<file path="src/rtl/parking_pkg.sv">
// parking_pkg: shared mode encoding and gate-response bundle for the parking allocation controller
package parking_pkg;
  localparam int CNT_W_DEF = 10;
  typedef enum logic [1:0] {NIGHT = 2'd0, DAY = 2'd1, SHIFT = 2'd2, RELEASED = 2'd3} mode_e;
  typedef struct packed {
    logic grant;
    logic deny;
    logic exit_err;
  } rsp_t;
endpackage

</file>
<file path="src/rtl/parking_alloc_ctrl_if.sv">
// parking_alloc_ctrl_if: gate sensor inputs and occupancy/display outputs of the controller
interface parking_alloc_ctrl_if #(parameter int CNT_W = parking_pkg::CNT_W_DEF);
  logic [4:0]       hour;
  logic             entry_req, entry_res, exit_req, exit_res;
  logic             entry_grant, entry_deny, exit_err, shift_skip;
  logic [1:0]       mode;
  logic [CNT_W-1:0] res_parked, pub_parked, res_cap, pub_cap, res_free, pub_free;
  logic             res_avail, pub_avail;
  modport master (
    output hour, entry_req, entry_res, exit_req, exit_res,
    input  entry_grant, entry_deny, exit_err, shift_skip, mode,
    input  res_parked, pub_parked, res_cap, pub_cap, res_free, pub_free, res_avail, pub_avail
  );
  modport slave (
    input  hour, entry_req, entry_res, exit_req, exit_res,
    output entry_grant, entry_deny, exit_err, shift_skip, mode,
    output res_parked, pub_parked, res_cap, pub_cap, res_free, pub_free, res_avail, pub_avail
  );
endinterface

</file>
<file path="src/rtl/parking_pool.sv">
// parking_pool: occupancy, registered free count and gate responses for one parking class
module parking_pool import parking_pkg::*; #(
  parameter int CNT_W    = CNT_W_DEF,
  parameter int RST_FREE = 0
) (
  input  logic             clock,
  input  logic             reset,
  input  logic             entry,
  input  logic             exit,
  input  logic [CNT_W-1:0] cap_n,
  output logic [CNT_W-1:0] parked,
  output logic [CNT_W-1:0] free,
  output logic [CNT_W-1:0] n_parked,
  output logic             avail,
  output rsp_t             rsp
);
  logic grant, ex_ok;
  // free tracks cap - parked of the same edge, so back-to-back entries can never overfill
  assign grant    = entry && free != '0;
  assign ex_ok    = exit && parked != '0;
  assign n_parked = parked + CNT_W'(grant) - CNT_W'(ex_ok);
  assign avail    = free != '0;
  always_ff @(posedge clock or posedge reset)
    if (reset) begin
      parked <= '0;
      free   <= CNT_W'(RST_FREE);
      rsp    <= '0;
    end else begin
      parked <= n_parked;
      free   <= cap_n - n_parked;
      rsp    <= '{grant: grant, deny: entry && !grant, exit_err: exit && !ex_ok};
    end
endmodule

</file>
<file path="src/rtl/parking_alloc_ctrl.sv">
// parking_alloc_ctrl: two-class lot allocator with hour-driven capacity moves between reserved and public pools
module parking_alloc_ctrl import parking_pkg::*; #(
  parameter int CNT_W        = CNT_W_DEF,
  parameter int TOTAL_CAP    = 700,
  parameter int RES_CAP_DAY  = 500,
  parameter int RES_STEP     = 50,
  parameter int RES_FLOOR    = 200,
  parameter int DAY_HOUR     = 8,
  parameter int SHIFT_FIRST  = 13,
  parameter int SHIFT_LAST   = 15,
  parameter int RELEASE_HOUR = 16
) (
  input logic clock,
  input logic reset,
  parking_alloc_ctrl_if.slave bus
);
  localparam logic [CNT_W-1:0] TOT     = CNT_W'(TOTAL_CAP);
  localparam logic [CNT_W-1:0] DAY_CAP = CNT_W'(RES_CAP_DAY);
  localparam logic [CNT_W-1:0] STEP    = CNT_W'(RES_STEP);
  localparam logic [CNT_W-1:0] FLOOR   = CNT_W'(RES_FLOOR);
  localparam logic [4:0]       H_DAY   = 5'(DAY_HOUR);
  localparam logic [4:0]       H_S1    = 5'(SHIFT_FIRST);
  localparam logic [4:0]       H_SL    = 5'(SHIFT_LAST);
  localparam logic [4:0]       H_REL   = 5'(RELEASE_HOUR);
  function automatic logic [CNT_W-1:0] umin(input logic [CNT_W-1:0] a, input logic [CNT_W-1:0] b);
    return a < b ? a : b;
  endfunction
  function automatic logic [CNT_W-1:0] umax(input logic [CNT_W-1:0] a, input logic [CNT_W-1:0] b);
    return a > b ? a : b;
  endfunction
  logic [4:0]       hour_q;
  logic [CNT_W-1:0] res_cap_q, res_cap_n, pub_cap_n, nr, np;
  logic [CNT_W:0]   cand;
  logic             hr_ev, in_shift, shift_ok, skip_q, skip_n;
  mode_e            state, state_n;
  rsp_t             res_rsp, pub_rsp;
  assign hr_ev    = bus.hour != hour_q;
  assign in_shift = bus.hour >= H_S1 && bus.hour <= H_SL;
  // extra top bit catches a step larger than the current reserved capacity
  assign cand     = {1'b0, res_cap_q} - {1'b0, STEP};
  assign shift_ok = !cand[CNT_W] && cand[CNT_W-1:0] >= nr && cand[CNT_W-1:0] >= FLOOR;
  always_comb begin
    res_cap_n = !hr_ev               ? res_cap_q :
                bus.hour == H_DAY    ? umin(DAY_CAP, TOT - np) :
                in_shift             ? (shift_ok ? cand[CNT_W-1:0] : res_cap_q) :
                bus.hour == H_REL    ? umin(umax(nr, FLOOR), TOT - np) : res_cap_q;
    skip_n    = hr_ev && bus.hour != H_DAY && in_shift && !shift_ok;
  end
  assign pub_cap_n = TOT - res_cap_n;
  always_ff @(posedge clock or posedge reset)
    if (reset) state <= NIGHT;
    else       state <= state_n;
  always_comb
    state_n = !hr_ev            ? state :
              bus.hour == H_DAY ? DAY :
              in_shift          ? SHIFT :
              bus.hour == H_REL ? RELEASED :
              bus.hour == 5'd0  ? NIGHT : state;
  always_comb bus.mode = state;
  always_ff @(posedge clock or posedge reset)
    if (reset) begin
      hour_q    <= 5'd31;
      res_cap_q <= DAY_CAP;
      skip_q    <= 1'b0;
    end else begin
      hour_q    <= bus.hour;
      res_cap_q <= res_cap_n;
      skip_q    <= skip_n;
    end
  parking_pool #(.CNT_W(CNT_W), .RST_FREE(RES_CAP_DAY)) u_res (
    .clock    (clock),
    .reset    (reset),
    .entry    (bus.entry_req && bus.entry_res),
    .exit     (bus.exit_req && bus.exit_res),
    .cap_n    (res_cap_n),
    .parked   (bus.res_parked),
    .free     (bus.res_free),
    .n_parked (nr),
    .avail    (bus.res_avail),
    .rsp      (res_rsp)
  );
  parking_pool #(.CNT_W(CNT_W), .RST_FREE(TOTAL_CAP - RES_CAP_DAY)) u_pub (
    .clock    (clock),
    .reset    (reset),
    .entry    (bus.entry_req && !bus.entry_res),
    .exit     (bus.exit_req && !bus.exit_res),
    .cap_n    (pub_cap_n),
    .parked   (bus.pub_parked),
    .free     (bus.pub_free),
    .n_parked (np),
    .avail    (bus.pub_avail),
    .rsp      (pub_rsp)
  );
  assign bus.entry_grant = res_rsp.grant | pub_rsp.grant;
  assign bus.entry_deny  = res_rsp.deny | pub_rsp.deny;
  assign bus.exit_err    = res_rsp.exit_err | pub_rsp.exit_err;
  assign bus.shift_skip  = skip_q;
  assign bus.res_cap     = res_cap_q;
  assign bus.pub_cap     = TOT - res_cap_q;
endmodule

</file>
<file path="src/flat_wrapper.sv">
// flat-port wrapper written by rule: the top's interface ports become plain ports
module parking_alloc_ctrl_flat import parking_pkg::*;
#(
  parameter int CNT_W        = CNT_W_DEF,
  parameter int TOTAL_CAP    = 700,
  parameter int RES_CAP_DAY  = 500,
  parameter int RES_STEP     = 50,
  parameter int RES_FLOOR    = 200,
  parameter int DAY_HOUR     = 8,
  parameter int SHIFT_FIRST  = 13,
  parameter int SHIFT_LAST   = 15,
  parameter int RELEASE_HOUR = 16
)
  (clock, reset, bus_hour, bus_entry_req, bus_entry_res, bus_exit_req, bus_exit_res, bus_entry_grant, bus_entry_deny, bus_exit_err, bus_shift_skip, bus_mode, bus_res_parked, bus_pub_parked, bus_res_cap, bus_pub_cap, bus_res_free, bus_pub_free, bus_res_avail, bus_pub_avail);
  parking_alloc_ctrl_if #(.CNT_W(CNT_W)) bus_i ();
  input logic clock;
  input logic reset;
  input wire logic [$bits(bus_i.hour)-1:0] bus_hour;
  input wire logic [$bits(bus_i.entry_req)-1:0] bus_entry_req;
  input wire logic [$bits(bus_i.entry_res)-1:0] bus_entry_res;
  input wire logic [$bits(bus_i.exit_req)-1:0] bus_exit_req;
  input wire logic [$bits(bus_i.exit_res)-1:0] bus_exit_res;
  output wire logic [$bits(bus_i.entry_grant)-1:0] bus_entry_grant;
  output wire logic [$bits(bus_i.entry_deny)-1:0] bus_entry_deny;
  output wire logic [$bits(bus_i.exit_err)-1:0] bus_exit_err;
  output wire logic [$bits(bus_i.shift_skip)-1:0] bus_shift_skip;
  output wire logic [$bits(bus_i.mode)-1:0] bus_mode;
  output wire logic [$bits(bus_i.res_parked)-1:0] bus_res_parked;
  output wire logic [$bits(bus_i.pub_parked)-1:0] bus_pub_parked;
  output wire logic [$bits(bus_i.res_cap)-1:0] bus_res_cap;
  output wire logic [$bits(bus_i.pub_cap)-1:0] bus_pub_cap;
  output wire logic [$bits(bus_i.res_free)-1:0] bus_res_free;
  output wire logic [$bits(bus_i.pub_free)-1:0] bus_pub_free;
  output wire logic [$bits(bus_i.res_avail)-1:0] bus_res_avail;
  output wire logic [$bits(bus_i.pub_avail)-1:0] bus_pub_avail;
  assign bus_i.hour = bus_hour;
  assign bus_i.entry_req = bus_entry_req;
  assign bus_i.entry_res = bus_entry_res;
  assign bus_i.exit_req = bus_exit_req;
  assign bus_i.exit_res = bus_exit_res;
  assign bus_entry_grant = bus_i.entry_grant;
  assign bus_entry_deny = bus_i.entry_deny;
  assign bus_exit_err = bus_i.exit_err;
  assign bus_shift_skip = bus_i.shift_skip;
  assign bus_mode = bus_i.mode;
  assign bus_res_parked = bus_i.res_parked;
  assign bus_pub_parked = bus_i.pub_parked;
  assign bus_res_cap = bus_i.res_cap;
  assign bus_pub_cap = bus_i.pub_cap;
  assign bus_res_free = bus_i.res_free;
  assign bus_pub_free = bus_i.pub_free;
  assign bus_res_avail = bus_i.res_avail;
  assign bus_pub_avail = bus_i.pub_avail;
  parking_alloc_ctrl #(.CNT_W(CNT_W), .TOTAL_CAP(TOTAL_CAP), .RES_CAP_DAY(RES_CAP_DAY), .RES_STEP(RES_STEP), .RES_FLOOR(RES_FLOOR), .DAY_HOUR(DAY_HOUR), .SHIFT_FIRST(SHIFT_FIRST), .SHIFT_LAST(SHIFT_LAST), .RELEASE_HOUR(RELEASE_HOUR)) u_core (.clock(clock), .reset(reset), .bus(bus_i));
endmodule
</file>
<file path="config.mk">
export PLATFORM = sky130hd
export DESIGN_NAME = parking_alloc_ctrl_flat
export DESIGN_NICKNAME = d
export VERILOG_FILES = /design/src/rtl/parking_pkg.sv /design/src/rtl/parking_alloc_ctrl_if.sv /design/src/rtl/parking_pool.sv /design/src/rtl/parking_alloc_ctrl.sv /design/src/flat_wrapper.sv
export SDC_FILE = /design/constraint.sdc
export NUM_CORES = 1
export LEC_CHECK = 0
export ABC_CLOCK_PERIOD_IN_PS = 11600
export CORE_AREA = 4 4 94 131
export CTS_CLUSTER_DIAMETER = 50
export CTS_CLUSTER_SIZE = 12
export DETAILED_ROUTE_END_ITERATION = 6
export DIE_AREA = 0 0 98 135
export PLACE_DENSITY = 0.78
export SLEW_MARGIN = 20
export SYNTH_ARGS = -nofsm -noshare
export SYNTH_HDL_FRONTEND = slang
export SYNTH_SLANG_ARGS = --single-unit
</file>
<file path="constraint.sdc">
create_clock -name clock -period 11.6 [get_ports clock]
set_input_delay 1.16 -clock clock [delete_from_list [all_inputs] [get_ports clock]]
set_output_delay 1.16 -clock clock [all_outputs]
set_load 0.05 [all_outputs]
</file>
## Word level (Yosys, flattened, before mapping)

Index checks and enable logic that the tools add are counted.

- Flip-flop bits (word level): 64
- Word-level logic and storage cells: 83
- Output and inout port bits: 68
- Bits of input ports: 11

- Mux-type cells: 12
- Equality and inequality tests: 4
- Order comparisons: 7
- Bitwise logic cells: 3
- Reduce and logical (&&, ||, !) cells: 33
- Add/subtract/negate cells: 10

Operators with widths:

| cell | number |
|---|---|
| 2-to-1 mux 10 bit | 8 |
| nonzero test 10 bit | 4 |
| subtractor 10 bit (first input constant) | 3 |
| adder 10 x 1 -> 10 bit | 2 |
| subtractor 10 x 1 -> 10 bit | 2 |
| subtractor 10 bit | 2 |
| logical AND 1 bit | 18 |
| subtractor 10 x 6 -> 11 bit (second input constant) | 1 |
| greater-or-equal comparator 10 bit | 1 |
| greater-or-equal comparator 10 x 8 -> 1 bit (second input constant) | 1 |
| > comparator 10 x 8 -> 1 bit (second input constant) | 1 |
| less-than comparator 10 bit | 1 |
| less-than comparator 9 x 10 -> 1 bit (first input constant) | 1 |
| zero test 1 bit | 8 |
| 2-to-1 mux 2 bit | 4 |
| == test 5 x 4 -> 1 bit (second input constant) | 1 |
| == test 5 bit (second input constant) | 1 |
| greater-or-equal comparator 5 x 4 -> 1 bit (second input constant) | 1 |
| less-or-equal comparator 5 x 4 -> 1 bit (second input constant) | 1 |
| zero test 5 bit | 1 |
| inequality test 5 x 4 -> 1 bit (second input constant) | 1 |
| inequality test 5 bit | 1 |
| nonzero test 4 bit | 1 |
| bitwise OR 1 bit | 3 |
| AND reduction 2 bit | 1 |

## Logic depth before layout (Yosys ltp)

Gate-level depths: netlist of run 1.

- Depth in word-level cells: 14
- Depth in mapped cells: 41
- Gate-level depth less buffers: 40

## Modules after synthesis

Synthesis of run 1 repeated with hierarchy kept, for this count alone.

- Cell total of the unflattened synthesis: 651
- Area total of the unflattened synthesis: 5869.4 um2

By module, submodules not included:

| module | instances | cells an instance | area an instance (um2) | sequential area each (um2) |
|---|---|---|---|---|
| parking_alloc_ctrl | 1 | 359 | 2813.9 | 464.2 |
| parking_pool at u_core.u_pub | 1 | 144 | 1527.7 | 579.3 |
| parking_pool at u_core.u_res | 1 | 148 | 1527.7 | 583.1 |

## Least setup slack after synthesis of run 1

OpenSTA, ideal clock, no wires.

- Path type: reg-to-reg
- Start point: register u_core.u_pub.free[5]
- End point: register u_core.u_pub.free[9]
- Arrival: 7367 ps
- Stages on the path, launching flop included: 39
- Buffers on the path: 1
- Clock period less this slack: 7494 ps
- Library setup time: 127 ps
- Data required time: 11473 ps
- Path slack: 4106 ps
- Cell sequence: dfrtp_1 nor4_1 nand3_1 nand3b_1 ha_1 inv_1 ha_1 fa_1 inv_1 ha_1 or4_4 o21ai_0 nand2_1 xnor2_1 inv_1 ha_1 nand4_1 nor2_1 [... 3 more ...] buf_4 nor3_1 a211oi_1 a221o_1 ha_1 inv_1 ha_1 inv_1 fa_1 nor2b_1 o21ai_0 a21oi_1 o21ai_0 nand2b_1 a21oi_1 xnor2_1 xnor2_1 xnor2_1

- Word-level cells in the longest chain between the ends: 13
- Elaborated cells between the ends (all ways): 15
- Classes of those cells: add/sub: 5; order compare: 2; mux: 6; reduce/logical: 2

RTL lines:

| what | RTL line | source |
|---|---|---|
| from (decl) | parking_pool.sv:12 | `output logic [CNT_W-1:0] free,` |
| from (signal assigned) | parking_pool.sv:26 | `free <= CNT_W'(RST_FREE);` |
| from (signal assigned) | parking_pool.sv:30 | `free <= cap_n - n_parked;` |
| nonzero test 10 bit (*) | n/a |  |
| named net bus_pub_avail | flat_wrapper.sv:35 | `output wire logic [$bits(bus_i.pub_avail)-1:0] bus_pub_avail;` |
| logical AND 1 bit (*) | parking_pool.sv:19 | `assign grant = entry && free != '0;` |
| adder 10 x 1 -> 10 bit (*) | parking_pool.sv:21 | `assign n_parked = parked + CNT_W'(grant) - CNT_W'(ex_ok);` |
| subtractor 10 x 1 -> 10 bit (*) | parking_pool.sv:21 |  |
| named net u_core.np[1] | parking_alloc_ctrl.sv:32 | `logic [CNT_W-1:0] res_cap_q, res_cap_n, pub_cap_n, nr, np;` |
| subtractor 10 bit (*) | parking_alloc_ctrl.sv:44, parking_alloc_ctrl.sv:46 |  |
| less-than comparator 10 bit | parking_alloc_ctrl.sv:26 | `return a < b ? a : b;` |
| 2-to-1 mux 10 bit | parking_alloc_ctrl.sv:26 |  |
| 2-to-1 mux 10 bit | parking_alloc_ctrl.sv:46 | `bus.hour == H_REL ? umin(umax(nr, FLOOR), TOT - np) : res_cap_q;` |
| 2-to-1 mux 10 bit | parking_alloc_ctrl.sv:45 | `in_shift ? (shift_ok ? cand[CNT_W-1:0] : res_cap_q) :` |
| 2-to-1 mux 10 bit (*) | parking_alloc_ctrl.sv:44 | `bus.hour == H_DAY ? umin(DAY_CAP, TOT - np) :` |
| 2-to-1 mux 10 bit (*) | parking_alloc_ctrl.sv:43 | `res_cap_n = !hr_ev ? res_cap_q :` |
| named net u_core.res_cap_n[1] | parking_alloc_ctrl.sv:32 |  |
| subtractor 10 bit (*) | parking_alloc_ctrl.sv:49 | `assign pub_cap_n = TOT - res_cap_n;` |
| subtractor 10 bit (*) | parking_pool.sv:30 |  |

Mark *: on every way through the listed nets, which the timed path passes. The rest lies on a longest branch.
A chain may end at the register's enable or synchronous reset.

## Worst setup path in the final report of run 1

- Start point: input bus_entry_res
- End point: register u_core.u_pub.free[9]

- Word-level cells in the longest chain between the ends: 14
- Elaborated cells between the ends (all ways): 26
- Classes of those cells: add/sub: 7; order compare: 4; mux: 8; reduce/logical: 7

RTL lines:

| what | RTL line | source |
|---|---|---|
| from (decl) | flat_wrapper.sv:20 | `input wire logic [$bits(bus_i.entry_res)-1:0] bus_entry_res;` |
| zero test 1 bit (*) | parking_alloc_ctrl.sv:85 | `.entry (bus.entry_req && !bus.entry_res),` |
| logical AND 1 bit (*) | parking_alloc_ctrl.sv:85 |  |
| logical AND 1 bit (*) | parking_pool.sv:19 |  |
| adder 10 x 1 -> 10 bit (*) | parking_pool.sv:21 |  |
| subtractor 10 x 1 -> 10 bit (*) | parking_pool.sv:21 |  |
| named net u_core.np[1] | parking_alloc_ctrl.sv:32 |  |
| subtractor 10 bit | parking_alloc_ctrl.sv:44, parking_alloc_ctrl.sv:46 |  |
| less-than comparator 10 bit | parking_alloc_ctrl.sv:26 |  |
| 2-to-1 mux 10 bit | parking_alloc_ctrl.sv:26 |  |
| 2-to-1 mux 10 bit | parking_alloc_ctrl.sv:46 |  |
| 2-to-1 mux 10 bit | parking_alloc_ctrl.sv:45 |  |
| 2-to-1 mux 10 bit | parking_alloc_ctrl.sv:44 |  |
| 2-to-1 mux 10 bit | parking_alloc_ctrl.sv:43 |  |
| subtractor 10 bit | parking_alloc_ctrl.sv:49 |  |
| subtractor 10 bit (*) | parking_pool.sv:30 |  |

Marked as above.

==> flow_summary.ini, run 1 <==
[setup_path]
startpoint_type = input pin
worstPathMaxFanout = 12
endpoint_kind = flop
worst-endpoint-arrival_ns = 8.99
cpPeakStageDelay_ns = 0.63
worstPathRequired_ns = 11.80
crit_top_cell = sky130_fd_sc_hd__ha_1
critPathSlowestCell = sky130_fd_sc_hd__fa_1
timing.setup.critical_path_class = in -> reg

[placement]
hpwlAfterDp_mm = 13.7
port-buffer-count = 78
gpl.final_weighted_congestion = 0.942

[cells_and_area]
layout_common_cells = 79 x sky130_fd_sc_hd__inv_1, 78 x sky130_fd_sc_hd__ha_1, 78 x sky130_fd_sc_hd__clkdlybuf4s50_1
syn2layout_area_growth_pct = 19.6
layout.filler_cells = 977
num_antenna_cells = 0
nNetsFinal = 857
area_of_all_sequential_standard_cells_um2 = 1630
multi_input_area_um2 = 3940
drive_above_1_share_pct = 9.49
final_common_cell = sky130_fd_sc_hd__inv_1

[clock_network]
clkLatencyLatePin_ns = 0.34
htreeDepth = 3
clk_path_buf_depth = 2
cts.repair_timing.setup_buffer_count = 0
cts_num_sinks = 64
clk_pin_slew_worst_paths_ns = 0.06
cts_tree = yes
clock_tree.root_cell = sky130_fd_sc_hd__clkbuf_16
cts_resized = 0
cts-hold-fix-buffers = 0
tritoncts.num_buffers = 9

[drt]
dr_total_vias = 5482
final_wl_mm = 17.2
avg_vias_per_cell = 6.00
ant_nets = 0
route.detailed.wl_per_inst_um = 18.9
dr.pass1.iters = 5
drt_first_iter_violations = 323
post-route-drc-count = 0

[outcome]
status = finished clean

[yosys]
async_flop_share_pct = 100
synth_simple_gate_area_share_pct = 19.2
synth_seq_cells = 64
synth-edff-count = 0
synth.area.mux_share_pct = 0.168
yosysWarningCount = 0
synth_largest_area_cell = sky130_fd_sc_hd__dfrtp_1
main_combinational_cell_family_by_area_after_synthesis = compound AO/OA/AOI/OAI gates
syn-num-nets = 786
synth_compound_area_share_pct = 20.6
synthesized_instance_count = 693
synth.lib_cells_used.distinct = 84
syn_avg_cell_area_um2 = 8.62
area_contributors_post_synth = sky130_fd_sc_hd__dfrtp_1 18%, sky130_fd_sc_hd__ha_1 16%, sky130_fd_sc_hd__dfstp_2 8.8%
synth_adder_area_share_pct = 17.7
synthFlopType = sky130_fd_sc_hd__dfrtp_1
synth_sequential_area_ratio_pct = 27.2
post_synth_xor_area_fraction_pct = 8.45
synthesis.area_um2 = 5970
synth_top_area_share_pct = 18.4

[floorplan]
fp-row-count = 46
placeableCoreArea_um2 = 11200
start_util_pct = 53.2
die-area_um2 = 13200
dieHeight_um = 135
floorplan.io_pins = 79
die_width_um = 98

[sta]
fin_crit_sh_pct = 75.8
worst_slew_margin_rel_pct = 30.9
layout_min_cycle_time_ns = 8.79
rsz0062_at_grt = false
timing.final.hold_violations = 0
setup_viol = 0
worstMarginPinSlew_ns = 1.03
finClkSkew_ns = 0.00651
max_slew_violation_total_from_the_final_report = 0
setup_tns_ns = 0
max_freq_mhz = 114

[grt]
antenna_found_initial = 0
grt_pass1_wl_mm = 28.0
grt_start_max_net_pins = 65
global_route.usage.total_pct = 26.5
grt-ovfl-total = 0
first_global_vias = 5624

[hold_path]
hold_path_class = reg -> reg

[flow_run]
max_cap_violations = 0
==> area by class of cell <==
type	count	area share, %
repair buffers	79	11.0
multi-input cells	525	55.2
inverters	85	4.47
well taps	144	2.52
flip-flops and latches	64	22.8
clock inverters	6	0.613
clock buffers	10	3.35
==> per-layer routing <==
layer	vias to the layer above	GRT usage (%)	wire length (µm)
met5	-	0	0
met4	0	14.3	959
met3	50	5.63	909
met2	185	46.3	8770
met1	2645	29.9	6610
li1	2602	-	-
==> final timing paths <==
check	start	end	slack, ns	depth (start not counted)
setup / recovery	bus_entry_res	u_core.u_pub.free[9]	2.81	34
hold reg to reg	u_core.bus.mode[1]	u_core.bus.mode[1]	0.56	2
max in group asynchronous	reset	u_core.bus.res_cap[3]	9.66	3
setup reg to reg	u_core.u_res.free[1]	u_core.u_pub.free[9]	3.10	37
hold / removal	u_core.bus.mode[1]	u_core.bus.mode[1]	0.56	2
min in group asynchronous	reset	u_core.u_pub.rsp[0]	1.39	3
==> logic make-up after synthesis <==
family	Yosys count
flops	64
mux	1
fa+ha+maj	82
simple gates	219
buf+inv	104
compound gates	168
xor+xnor	55
==> worst max-delay path, delay by kind of cell <==
| family | cells | cell delay, ns |
|---|---|---|
| adders and majority gates | 8 | 2.56 |
| AOI/OAI and AO/OA | 10 | 2.18 |
| and+or+nand+nor | 7 | 1.47 |
| buffers and inverters | 5 | 0.82 |
| xor gates and xnor gates | 4 | 0.80 |
==> per-stage QoR <==
stage          setup WS [ns]  area (µm²)  hold slack (ns)  cells  utilization [%]
3_5_place_dp            2.59        6860            0.541    897             61.1
5_1_grt                 2.29        7140            0.592    913             63.6
4_1_cts                 2.90        7140            0.556    913             63.6
6_report                2.81        7140            0.556    913             63.6
3_3_place_gp            2.78        6860            0.523    897             61.1
2_1_floorplan           4.11        5970            0.773    693                -
==> synth_stat cells (5+ instances only) <==
cell                        n
sky130_fd_sc_hd__o21ai_0   30
sky130_fd_sc_hd__clkbuf_1  12
sky130_fd_sc_hd__a211oi_1   7
sky130_fd_sc_hd__or2_2      6
sky130_fd_sc_hd__a21o_1     8
sky130_fd_sc_hd__nand2b_1  17
sky130_fd_sc_hd__o211ai_1   7
sky130_fd_sc_hd__nor4_1    10
sky130_fd_sc_hd__a21oi_1   44
sky130_fd_sc_hd__nand2_1   44
sky130_fd_sc_hd__nand4_1    6
sky130_fd_sc_hd__o21bai_1   5
sky130_fd_sc_hd__nor2b_1   14
sky130_fd_sc_hd__dfrtp_1   44
sky130_fd_sc_hd__nor3_1    22
sky130_fd_sc_hd__inv_1     80
sky130_fd_sc_hd__ha_1      78
sky130_fd_sc_hd__or3_1      7
sky130_fd_sc_hd__nand3_1   22
sky130_fd_sc_hd__xor2_1    14
sky130_fd_sc_hd__nor2_1    48
sky130_fd_sc_hd__xnor2_1   38
sky130_fd_sc_hd__dfstp_2   20
==> registers in the layout, summed over array words and instances (netlist names), 3 cells and up <==
register             count
u_core.bus.res_cap      10
u_core.u_pub.free       10
u_core.u_pub.parked     10
u_core.u_res.free       10
u_core.u_res.parked     10
u_core.hour_q            5
u_core.u_pub.rsp         3
u_core.u_res.rsp         3
Power of run 1 is left out: the tool's default activity adds up to more than one toggle a clock period on the data nets, which glitch-free logic cannot reach.
==> inputs of run 2 (changes only) <==
- ABC_CLOCK_PERIOD_IN_PS: 11600 -> 8750
- clock period: 11.6 -> 8.75 ns (I/O delays scaled with it)
==> run 2 against run 1 <==
Cell area rose by 0.44%. Via count rose by 0.13%. Clock-buffer cell count rose by 2. Flip-flop and latch count did not move. Largest cell class unchanged.
==> flow_summary.ini, run 2 (synthesized netlist as in run 1, its figures left out) <==
[outcome]
status = finished clean

[clock_network]
tritoncts.num_buffers = 9
clk_pin_slew_worst_paths_ns = 0.06
clk_path_buf_depth = 2
cts-hold-fix-buffers = 0
cts.repair_timing.setup_buffer_count = 0
htreeDepth = 3
clkLatencyLatePin_ns = 0.34
clock_tree.root_cell = sky130_fd_sc_hd__clkbuf_16
cts_tree = yes
cts_num_sinks = 64
cts_resized = 0

[placement]
gpl.final_weighted_congestion = 0.937
hpwlAfterDp_mm = 13.6
port-buffer-count = 78

[setup_path]
cpPeakStageDelay_ns = 0.52
endpoint_kind = flop
worstPathRequired_ns = 8.95
rr_endpoint = u_core.u_pub.free[9]
worst-endpoint-arrival_ns = 8.44
worstPathMaxFanout = 12
cells_on_worst_reg2reg_path = 38
crit_top_cell = sky130_fd_sc_hd__ha_1
timing.setup.critical_path_class = reg -> reg
path_delay_family = compound AO/OA/AOI/OAI gates
critPathSlowestCell = sky130_fd_sc_hd__a311oi_1
setup_slack_reg_to_reg_ns = 0.50
path_buf_inv = 4
startpoint_type = flop
reg_to_reg_critical_path_startpoint = u_core.u_res.free[1]

[hold_path]
worstHoldEndpoint = u_core.bus.mode[1]
hold_path_class = reg -> reg
holdPathStages = 2
min-delay-start = u_core.bus.mode[1]

[drt]
route.detailed.wl_per_inst_um = 18.8
detailroute.wirelength.met3_um = 738
dr_total_vias = 5489
avg_vias_per_cell = 5.99
wl_met2_mm = 8.80
route.layer.met1.wl_mm = 6.82
ant_nets = 0
route.top_layer_used = met4
final_wl_mm = 17.2
post-route-drc-count = 0
drt_first_iter_violations = 203
dr.pass1.iters = 5

[sta]
max_freq_mhz = 121
layout_min_cycle_time_ns = 8.25
worst_slew_margin_rel_pct = 44.2
max_slew_violation_total_from_the_final_report = 0
timing.final.hold_violations = 0
setup_viol = 0
finClkSkew_ns = 0.0109
fin_crit_sh_pct = 94.3
rsz0062_at_grt = false
setup_tns_ns = 0
worstMarginPinSlew_ns = 0.837

[grt]
antenna_found_initial = 0
grt-ovfl-total = 0
grt_start_max_net_pins = 65
grt_pass1_wl_mm = 28.3
global_route.usage.total_pct = 26.7
first_global_vias = 5688

[cells_and_area]
nNetsFinal = 861
final_common_cell = sky130_fd_sc_hd__inv_1
layout.filler_cells = 1009
layout_common_cells = 79 x sky130_fd_sc_hd__inv_1, 78 x sky130_fd_sc_hd__ha_1, 78 x sky130_fd_sc_hd__clkdlybuf4s50_1
drive_above_1_share_pct = 9.83
num_antenna_cells = 0
syn2layout_area_growth_pct = 20.1

[floorplan]
placeableCoreArea_um2 = 11200
dieHeight_um = 135
fp-row-count = 46
start_util_pct = 53.2
floorplan.io_pins = 79
die-area_um2 = 13200
die_width_um = 98

[flow_run]
max_cap_violations = 0
-- run 2: changes by cell type in the layout (fill, tap and decap cells not counted), sizes merged --
| cell | before | now |
|---|---|---|
| clkinvlp | 1 | 3 |
| inv | 85 | 84 |
| clkbuf | 10 | 12 |
| clkinv | 5 | 2 |
| buf | 1 | 5 |
-- run 2: how the worst max path moves through the flow --
stage,startpoint,to,cells past startpoint
finish,u_core.u_res.free[1],u_core.u_pub.free[9],38
global route,u_core.u_res.free[1],u_core.u_pub.free[9],38
CTS,u_core.u_res.free[1],u_core.u_pub.free[9],38
detailed placement,bus_exit_req,u_core.u_pub.free[9],37
global placement,bus_exit_res,u_core.u_pub.free[9],38
floorplan,u_core.u_pub.free[5],u_core.u_pub.free[9],38
-- run 2: per-layer routing --
layer	track usage, %	up-vias
met5	0	-
met4	13.5	0
met3	5.12	49
met2	48.0	166
met1	29.7	2657
li1	-	2617
-- run 2: layout make-up --
| cell class | count | area [µm²] | share of cell area, % |
|---|---|---|---|
| clock buffer | 12 | 246 | 3.44 |
| tap | 144 | 180 | 2.51 |
| sequential | 64 | 1630 | 22.7 |
| inverter | 85 | 319 | 4.45 |
| multi-input combinational | 525 | 3950 | 55.1 |
| clock inverter | 4 | 31.3 | 0.436 |
| timing repair buffer | 83 | 818 | 11.4 |
-- run 2: per-stage QoR --
step	std cells	area (µm²)	hold WS [ns]	util [%]	setup slack (ns)
after global placement	901	6890	0.522	61.4	0.626
after CTS	917	7170	0.563	63.8	0.424
final	917	7170	0.571	63.9	0.502
after global routing	917	7170	0.592	63.9	0.0366
after detailed placement	901	6890	0.546	61.4	0.398
after floorplan	693	5970	0.773	-	1.26
-- run 2: worst reg2reg max path: cells and delay by family (launching register included) --
kind            cells  cell delay (ns)
buf+inv             4             0.38
simple gates        9             1.88
flops               1             0.38
xor+xnor            3             0.44
compound gates     15             3.22
fa+ha+maj           7             1.83
Power of run 2 is left out for the same reason.
==> inputs of run 3 (changes only) <==
- CORE_AREA: 4 4 94 131 -> 2 2 96 135
- DIE_AREA: 0 0 98 135 -> 0 0 98 137
- PLACE_DENSITY: 0.78 -> 0.72
==> run 3 against run 2 <==
Clock-buffer cell count fell by 3. Flip-flop and latch count stayed put. Worst setup slack better by 0.13 ns. Global-route usage decreased by 0.38 points. First-iteration DRC count rose by 27%. Via count decreased by 2.0%. Final cell count increased by 0.65%. Sequential share of layout area is 0.20 points lower. Register-to-register slack improved by 0.20 ns. Hold slack lost 0.037 ns. Largest cell class unchanged.
==> flow_summary.ini, run 3 (synthesized netlist as in run 1, its figures left out) <==
[sta]
timing.final.hold_violations = 0
finClkSkew_ns = 0.00955
rsz0062_at_grt = false
max_slew_violation_total_from_the_final_report = 0
worst_slew_margin_rel_pct = 43.9
setup_viol = 0
worstMarginPinSlew_ns = 0.841
layout_min_cycle_time_ns = 8.12
fin_crit_sh_pct = 92.8
max_freq_mhz = 123
setup_tns_ns = 0

[clock_network]
tritoncts.num_buffers = 9
cts_num_sinks = 64
clkLatencyLatePin_ns = 0.34
cts-hold-fix-buffers = 0
clock_tree.root_cell = sky130_fd_sc_hd__clkbuf_16
clk_pin_slew_worst_paths_ns = 0.06
cts_tree = yes
clk_path_buf_depth = 2
htreeDepth = 3

[setup_path]
setup_slack_reg_to_reg_ns = 0.70
crit_top_cell = sky130_fd_sc_hd__ha_1
worstPathRequired_ns = 8.96
path_delay_family = adder cells
worstPathMaxFanout = 5
path_buf_inv = 6
critPathSlowestCell = sky130_fd_sc_hd__fa_1
startpoint_type = input pin
endpoint_kind = flop
cpPeakStageDelay_ns = 0.63
worst-endpoint-arrival_ns = 8.33
timing.setup.critical_path_class = in -> reg

[floorplan]
die_width_um = 98
placeableCoreArea_um2 = 12200
dieHeight_um = 137
fp-row-count = 48
floorplan.io_pins = 79
start_util_pct = 49.0
die-area_um2 = 13400

[cells_and_area]
drive_above_1_share_pct = 10.2
syn2layout_area_growth_pct = 21.2
nNetsFinal = 861
num_antenna_cells = 0
final_common_cell = sky130_fd_sc_hd__inv_1
layout_common_cells = 79 x sky130_fd_sc_hd__inv_1, 78 x sky130_fd_sc_hd__ha_1, 78 x sky130_fd_sc_hd__clkdlybuf4s50_1

[drt]
dr.pass1.iters = 5
avg_vias_per_cell = 5.83
route.detailed.wl_per_inst_um = 18.5
dr_total_vias = 5377
post-route-drc-count = 0
ant_nets = 0
drt_first_iter_violations = 258
final_wl_mm = 17.1

[hold_path]
hold_path_class = reg -> reg

[flow_run]
max_cap_violations = 0

[placement]
port-buffer-count = 78
gpl.final_weighted_congestion = 0.932
hpwlAfterDp_mm = 13.4

[grt]
grt_start_max_net_pins = 65
grt-ovfl-total = 0
grt_pass1_wl_mm = 27.8
antenna_found_initial = 0
global_route.usage.total_pct = 26.3
first_global_vias = 5386

[outcome]
status = finished clean
run 3: per-stage QoR:
| step | util (%) | setup WS [ns] | hold WS (ns) | instance area [µm²] | instances |
|---|---|---|---|---|---|
| CTS | 59.2 | 0.517 | 0.535 | 7220 | 923 |
| global placement | 56.6 | 0.389 | 0.522 | 6900 | 907 |
| finish | 59.3 | 0.632 | 0.534 | 7240 | 923 |
| global route | 59.3 | 0.0470 | 0.585 | 7240 | 923 |
| detailed placement | 56.6 | 0.203 | 0.520 | 6900 | 907 |
| floorplan | - | 1.26 | 0.773 | 5970 | 693 |
run 3: layer usage:
layer | GRT usage, % | wire length [µm] | share of wire (%)
met1 | 31.7 | 6970 | 41
met3 | 3.52 | 700 | 4.1
met5 | 0 | 0 | 0
met4 | 8.95 | 383 | 2.2
met2 | 48.0 | 9010 | 53
run 3: cell type report:
class,count,area [µm²]
clock buffer,9,225
timing repair buffer,83,818
tap,150,188
fill,1087,4960
multi-input combinational,525,3960
sequential,64,1630
inverter,85,319
clock inverter,7,101
run 3: final timing paths:
kind / startpoint / to / cells past startpoint
max: bus_entry_res / u_core.u_pub.free[9] / 35
min: u_core.bus.mode[1] / u_core.bus.mode[1] / 2
max reg2reg: u_core.u_pub.free[0] / u_core.u_pub.free[9] / 36
min reg2reg: u_core.bus.mode[1] / u_core.bus.mode[1] / 2
max in group asynchronous: reset / u_core.bus.shift_skip / 3
min in group asynchronous: reset / u_core.u_pub.rsp[0] / 3
run 3: tightest hold or removal path, stage by stage, from the launching register on:
cell                      delay (ns)
sky130_fd_sc_hd__dfrtp_1        0.37
sky130_fd_sc_hd__a22oi_1        0.07
sky130_fd_sc_hd__nand2_1        0.06
run 3: timing repair:
action                     4_1_cts  5_1_grt
resized for setup                0        2
setup buffers                    0        0
setup endpoints to repair        0        2
Power of run 3 is left out for the same reason.
